<file path="src/rtl/onset_bpm_tracker.sv">
// Onset detector with refractory window, interval history and BPM estimate.
// Onsets are EMA-relative level jumps; BPM = 60000*DEPTH / sum(intervals) via a serial divider.
module onset_bpm_tracker #(
   parameter int W               = 16,
   parameter int CLK_FREQ        = 50_000_000,
   parameter int TICK_HZ         = 1000,
   parameter int ALPHA_SHIFT     = 4,
   parameter int THRESH_OFFSET   = 64,
   parameter int MIN_INTERVAL_MS = 250,
   parameter int MAX_INTERVAL_MS = 2000,
   parameter int DEPTH           = 8,
   parameter int LED_MS          = 100
) (
   input  logic         clk,
   input  logic         reset,
   input  logic [W-1:0] sample_in,
   input  logic         sample_valid,
   output logic         onset_pulse,
   output logic         beat_led,
   output logic [9:0]   bpm,
   output logic         bpm_valid,
   output logic         busy
);
   localparam int DIV = CLK_FREQ / TICK_HZ;
   localparam int PW  = $clog2(DIV) + 1;
   localparam int TW  = $clog2(MAX_INTERVAL_MS + 2);
   localparam int SW  = $clog2(DEPTH * MAX_INTERVAL_MS + 1);
   localparam int CW  = $clog2(DEPTH + 1);
   localparam int AW  = $clog2(DEPTH);
   localparam int LW  = $clog2(LED_MS + 1);

   localparam logic [PW-1:0] PRE_LAST = PW'(DIV - 1);
   localparam logic [TW-1:0] T_MIN    = TW'(MIN_INTERVAL_MS);
   localparam logic [TW-1:0] T_MAX    = TW'(MAX_INTERVAL_MS);
   localparam logic [TW-1:0] T_TO     = TW'(MAX_INTERVAL_MS + 1);
   localparam logic [CW-1:0] FULL     = CW'(DEPTH);
   localparam logic [LW-1:0] LED_LOAD = LW'(LED_MS);
   localparam logic [23:0]   DIVIDEND = 24'(60000 * DEPTH);

   typedef enum logic {NO_REF, TRACKING} state_t;
   typedef enum logic [1:0] {D_IDLE, D_LOAD, D_ITER, D_WB} dstate_t;

   state_t  state;
   dstate_t dstate;

   logic [PW-1:0]       pre;
   logic                tick;
   logic [TW-1:0]       since;
   logic signed [W+1:0] ema, ema_diff;
   logic [W:0]          thresh;
   logic                cand, timeout, from_noref, in_window, accept, record, start;
   logic [TW-1:0]       hist [DEPTH];
   logic [SW-1:0]       sum, sum_new, old_entry;
   logic [CW-1:0]       count, count_new;
   logic [AW-1:0]       wr_ptr;
   logic [LW-1:0]       led_cnt;
   logic [SW-1:0]       divisor, rem;
   logic [SW:0]         rem_sh;
   logic                rem_ge;
   logic [23:0]         quo;
   logic [4:0]          iter;

   assign tick     = (pre == PRE_LAST);
   assign ema_diff = $signed({2'b00, sample_in}) - ema;
   // ema stays within [0, 2^W), so W+1 bits hold ema + offset without overflow
   assign thresh   = ema[W:0] + (W+1)'(THRESH_OFFSET);
   assign cand     = sample_valid && ({1'b0, sample_in} > thresh);

   // A timeout drops back to NO_REF first, so a same-cycle candidate is taken as a fresh reference
   assign timeout    = (state == TRACKING) && (since == T_TO);
   assign from_noref = (state == NO_REF) || timeout;
   assign in_window  = (since >= T_MIN) && (since <= T_MAX);
   assign accept     = cand && (from_noref || in_window);
   assign record     = accept && !from_noref;

   assign old_entry = (count == FULL) ? SW'(hist[wr_ptr]) : '0;
   assign sum_new   = sum - old_entry + SW'(since);
   assign count_new = (count == FULL) ? count : count + CW'(1);
   assign start     = record && (count_new == FULL);

   assign rem_sh   = {rem, quo[23]};
   assign rem_ge   = rem_sh >= {1'b0, divisor};
   assign beat_led = (led_cnt != '0);
   assign busy     = (dstate != D_IDLE);

   always_ff @(posedge clk) begin
      if (reset) begin
         state       <= NO_REF;
         dstate      <= D_IDLE;
         pre         <= '0;
         since       <= '0;
         ema         <= '0;
         sum         <= '0;
         count       <= '0;
         wr_ptr      <= '0;
         led_cnt     <= '0;
         divisor     <= '0;
         rem         <= '0;
         quo         <= '0;
         iter        <= '0;
         onset_pulse <= 1'b0;
         bpm         <= '0;
         bpm_valid   <= 1'b0;
         for (int i = 0; i < DEPTH; i++) hist[i] <= '0;
      end else begin
         pre         <= tick ? '0 : pre + PW'(1);
         onset_pulse <= accept;
         if (sample_valid) ema <= ema + (ema_diff >>> ALPHA_SHIFT);

         if (accept)                      since <= '0;
         else if (tick && since != T_TO) since <= since + TW'(1);

         if (accept)                        led_cnt <= LED_LOAD;
         else if (tick && led_cnt != '0)    led_cnt <= led_cnt - LW'(1);

         if (accept)       state <= TRACKING;
         else if (timeout) state <= NO_REF;

         if (timeout) begin
            count  <= '0;
            sum    <= '0;
            wr_ptr <= '0;
         end
         if (record) begin
            hist[wr_ptr] <= since;
            wr_ptr       <= wr_ptr + AW'(1);
            sum          <= sum_new;
            count        <= count_new;
         end

         // Restoring divider: load, 24 shift/subtract steps, writeback
         if (timeout) begin
            dstate    <= D_IDLE;
            bpm       <= '0;
            bpm_valid <= 1'b0;
         end else if (start) begin
            divisor <= sum_new;
            dstate  <= D_LOAD;
         end else begin
            case (dstate)
               D_LOAD: begin
                  rem    <= '0;
                  quo    <= DIVIDEND;
                  iter   <= '0;
                  dstate <= D_ITER;
               end
               D_ITER: begin
                  rem  <= rem_ge ? SW'(rem_sh - {1'b0, divisor}) : rem_sh[SW-1:0];
                  quo  <= {quo[22:0], rem_ge};
                  iter <= iter + 5'd1;
                  if (iter == 5'd23) dstate <= D_WB;
               end
               D_WB: begin
                  bpm       <= (quo > 24'd1023) ? 10'd1023 : quo[9:0];
                  bpm_valid <= 1'b1;
                  dstate    <= D_IDLE;
               end
               default: dstate <= D_IDLE;
            endcase
         end
      end
   end
endmodule

</file>
<file path="config.mk">
export PLATFORM = sky130hd
export DESIGN_NAME = onset_bpm_tracker
export DESIGN_NICKNAME = d
export VERILOG_FILES = /design/src/rtl/onset_bpm_tracker.sv
export SDC_FILE = /design/constraint.sdc
export NUM_CORES = 1
export LEC_CHECK = 0
export BUFFER_PORTS_ARGS = -buffer_cell sky130_fd_sc_hd__buf_2
export CAP_MARGIN = 20
export CORE_AREA = 2 2 152 139
export DETAILED_ROUTE_END_ITERATION = 10
export DIE_AREA = 0 0 154 141
export PLACE_DENSITY = 0.86
export SLEW_MARGIN = 20
export SYNTH_ARGS = -nofsm -noshare
export SYNTH_HDL_FRONTEND = slang
export SYNTH_SLANG_ARGS = --single-unit
</file>
<file path="constraint.sdc">
create_clock -name clk -period 13.9 [get_ports clk]
set_input_delay 1.39 -clock clk [delete_from_list [all_inputs] [get_ports clk]]
set_output_delay 1.39 -clock clk [all_outputs]
set_load 0.02 [all_outputs]
</file>
---- Word-level counts from Yosys, hierarchy flattened ----
Memory sizes are Yosys's and may differ from the RTL's. A register that Yosys moved wholly into a read port is not among the register bits.
Index checks and enable logic that the tools add are counted.
storage, ports and cells
  memories kept ........................... 1
  register bits after elaboration ......... 146
  memory bits (writable) .................. 88
  output and inout port bits .............. 14
memory list
  memory  words  width  rd ports  clocked after Yosys merged registers in  write ports  line  text
  hist    8      11     1         1                                        8            52    logic [TW-1:0] hist [DEPTH];
operators by class
  reductions and logical operators ........ 25
  magnitude comparators ................... 5
  equality and inequality tests ........... 11
  mux-type cells .......................... 30
  bitwise gates (word level) .............. 3
  $add $sub $neg .......................... 12
operators with widths
  operator                 count
  $pmux W24 S2             1
  $mux W14                 3
  $pmux W14 S2             1
  $gt A24 B10 Y1 const B   1
  $mux W11                 2
  $add A18 B14 Y18         1
  $sub A17 B18 Y18         1
  $add A17 B1 Y17 const B  1
  $add A17 B7 Y17 const B  1
  $eq A17 B16 Y1 const B   1
  $gt A16 B17 Y1           1
  $ge A15 B14 Y1           1
  $mux W3                  5
  $add A14 B11 Y14         1
  $mux W7                  2
  $sub A14 B11 Y14         1
  $sub A14 B14 Y14         1
  $mux W4                  3
  $add A11 B1 Y11 const B  1
  $eq A11 B11 Y1 const B   1
  $ge A11 B8 Y1 const B    1
  $le A11 B11 Y1 const B   1
  $ne A11 B11 Y1 const B   1
  $reduce_or A11 Y1        1
  25 further kinds         52

---- Longest topological paths before layout ----
  depth after elaboration ................. 11
  gate-level depth with buffers ........... 19
  mapped depth without buffers ............ 19

---- Least setup slack after synthesis ----
OpenSTA, ideal clock, no wires.
  path kind ............................... input to register
  from .................................... input sample_in[1]
  to ...................................... register ema[14]
  path buffers ............................ 0
  arrival ................................. 4745 ps
  stages .................................. 16
  setup slack ............................. 9073 ps
  setup time .............................. 82 ps
  path through ............................ ha_1 nor2b_1 o31a_1 o41a_1 o21ai_0 a21boi_0 a21oi_1 ha_1 a21o_1 a21o_1 a21oi_1 o21ai_0 a41oi_1 a21oi_1 a2111o_1 o221ai_1
between the ends
  longest elaborated chain between the ends .. 2
RTL lines
  item                    line  text
  start: declaration      16    input logic [W-1:0] sample_in,
  $sub A17 B18 Y18        64    assign ema_diff = $signed({2'b00, sample_in}) - ema;
  $add A18 B14 Y18        108   if (sample_valid) ema <= ema + (ema_diff >>> ALPHA_SHIFT);
  end signal: assignment  108
  end: declaration        49    logic signed [W+1:0] ema, ema_diff;
Every way passes these cells.
A chain may end at the register's enable or synchronous reset.

---- Final worst setup path ----
Same ends and word-level chain as after synthesis.

==> reports/results.txt <==
Status - completed
Critical path endpoint category - register
Power Total - 2.04 mW
Commonest cells after routing, fill and taps aside - nor2_1, dfxtp_1, inv_1
Total negative slack - 0 ns
Max frequency - 0.206 GHz
Startpoint types - primary input
Worst-path fanout max - 5
Maxcap violations - 0
Drt first pass iters - 5
CTS tree - yes
Crit-path most repeated cell - a21oi_1
Dpl cell area - 13800 um2
Setup bufs post-CTS - 0
Worst reg2reg path endpoint - sum[13]
Post-synth top area cell - dfxtp_1
CTS hold repair buffers - 0
Yosys warns - 0
Global-route wire length before repair - 49100 um
Starting Density - 65.9%
Crit-path cells - buf_2 -> ha_1 -> nor2b_1 -> o31a_1 -> o41a_1 -> o21ai_0 -> a21boi_0 -> a21oi_1 -> ha_1 -> a21o_1 -> a21o_1 -> a21oi_1 -> o21ai_0 -> a41oi_1 -> a21oi_1 -> a2111o_1 -> o221ai_1
Final Critical Period - 4.86 ns
CP peak stage delay - 0.43 ns
Mapped Cells - 1445
Worst Setup EP - ema[14]
Layout Area Growth over Synthesis - 8.74%
Synth top area cells - dfxtp_1, edfxtp_1, ha_1
Most common cell after layout, fill and taps aside - nor2_1
Via/cell ratio - 6.02
Worst slew margin - 28.3%
I/O Buffers - 32
FP Rows - 50
Final Setup Violations - 0
Slew @ Worst Pin - 1.07 ns
Initial antenna violation count - 0
Critical path start-end classification - primary input to register
Finished Cell Area - 14600 um2
Initial DRC count - 738
Clock Sinks - 237
WL per Instance - 17.0 um
Clock Skew - 0.0127 ns
Met1 WL - 12700 um
Slowest cell on crit path - a41oi_1
Pwr dens - 140 nW/um2
N_diodes - 0
Hold Worst Slack - 0.465 ns
Core area - 20300 um2
Seq cells post-synth - 237
Post-route clock period utilization - 34.9%
Gpl congestion - 0.906
Final Max Tran Viols - 0
CP delay by family, top - compound AO/OA/AOI/OAI gates
Sequential share of the synthesized area - 42.0%
Post-synthesis cell area - 13400 um2
CP Buf/Inv Count - 1
Asr flop ratio synth - 0%
EDFF count, synth - 88
Total wire length - 29600 um
Top sig layer - met4
Grt ovf - 0
WL met3 - 2060 um
Leakage - 5.37 nW
Min-Delay Path Class - register to register
Layout cells sized above 1 - 8.69%
Via count - 10500
WP data required - 14.34 ns
Dominant register cell in the synthesized netlist - dfxtp_1
Hold Crit Start - pre[0]
Total track usage - 27.5%
Vias in the first global route - 10300
Critical Path Stages - 17
Final core occ - 71.7%
Total Die Area - 21700 um2
CTS clk-pin slew, worst paths - 0.06 ns
I/O pins - 33
Clock latency on the worst-skew pair - 0.52 ns
Pin count of the biggest net entering global routing - 70
Inserted Clock Buffers - 26
Die Span Y - 141 um
H-tree depth - 1
Final HPWL DP - 20200 um
Die width - 154 um
Post-cts gate resize count - 0
Final Hold Viols - 0
# DRC - 0
Reg2Reg Depth - 15
Unrepaired setup endpoints after global routing - false
Post-synthesis area per instance - 9.28 um2
Top-area cell type share of the netlist area - 22.3%
Library cells used by synthesis - 72
Mapped Nets - 1562
CP startpoint - sample_in[1]
Max clock buf depth - 3
Routed wl met2 - 14300 um
Arrival time at the worst endpoint - 5.30 ns
Nets - 1581
Clk Tree Root Cell - clkbuf_16
Worst reg-to-reg setup slack - 9.14 ns
Antenna-violating nets left - 0
Max VDD drop - 103 uV
[report_power, final]
| group | internal [mW] | total, mW | switching (mW) |
|---|---|---|---|
| Clock | 0.385 | 0.661 | 0.277 |
| Sequential | 0.753 | 0.791 | 0.0381 |
| Combinational | 0.255 | 0.588 | 0.333 |
| Total | 1.39 | 2.04 | 0.648 |
[metrics by stage]
stage	std cells	setup WS (ns)
final	1744	9.04
after global routing	1744	8.75
after CTS	1744	9.10
after global placement	1696	8.70
after detailed placement	1696	8.57
after floorplan	1445	9.07
[how the worst min path moves through the flow]
stage,endpoint,depth (start not counted)
2_1_floorplan,pre[0],1
3_3_place_gp,bpm_valid,2
3_5_place_dp,pre[0],1
4_1_cts,pre[0],1
5_1_grt,quo[11],2
6_report,pre[0],1
[layout make-up]
cell class	instances	area [um2]
Timing Repair Buffer	47	275
Clock inverter	12	87.6
Multi-Input combinational cell	1044	7130
Inverter	108	405
Tap cell	260	325
Clock buffer	36	729
Fill cell	1450	5760
Sequential cell	237	5630
[flip-flops by register name, summed over array words and instances (netlist names), 2 cells and up, named ones only]
| signal | flops |
|---|---|
| bpm | 10 |
| count | 4 |
| divisor | 14 |
| dstate | 2 |
| ema | 18 |
| hist | 88 |
| iter | 5 |
| led_cnt | 7 |
| pre | 17 |
| quo | 24 |
| rem | 14 |
| since | 11 |
| sum | 14 |
| wr_ptr | 3 |
[kinds of logic after synthesis]
logic type | count (synthesis) | synth area share [%]
buffers and inverters | 164 | 4.90
muxes | 67 | 7.07
adders and majority gates | 98 | 9.87
and+or+nand+nor | 564 | 19.4
AOI/OAI and AO/OA | 230 | 11.3
DFF | 237 | 42.0
xor gates and xnor gates | 85 | 5.55
[synth_stat cells, types with 3 or more instances]
cell,instances
a211oi_1,17
a21o_1,14
a21oi_1,87
a31oi_1,8
and2_1,7
and3_1,4
buf_1,9
buf_2,15
buf_4,4
clkbuf_1,27
dfxtp_1,149
edfxtp_1,88
fa_1,13
ha_1,85
inv_1,107
mux2i_1,43
mux4_2,22
nand2_1,92
nand2b_1,21
nand3_1,68
nand3b_1,5
nand4_1,14
nand4b_1,6
nor2_1,238
nor2b_1,8
nor3_1,60
nor3b_1,5
nor4_1,11
o211ai_1,3
o21a_1,13
o21ai_0,36
o21bai_1,3
o2bb2ai_1,13
o31a_1,3
o31ai_1,6
or2_2,8
or3_1,9
xnor2_1,60
xor2_1,25
[worst register-to-register path: cells and delay by family, from the launching register on]
kind                       cells  cell delay (ns)
AOI/OAI and AO/OA              7             1.96
adders and majority gates      2             0.82
muxes                          2             0.79
buffers and inverters          2             0.46
DFF                            1             0.32
xor gates and xnor gates       1             0.24
and+or+nand+nor                1             0.08
[layer usage]
| metal | vias up | track usage (%) |
|---|---|---|
| li1 | 5111 | - |
| met1 | 4964 | 36.4 |
| met2 | 370 | 46.8 |
| met3 | 49 | 4.30 |
| met4 | 0 | 8.46 |
| met5 | - | 0 |
Note: power is estimated with default switching activity, not from simulation.
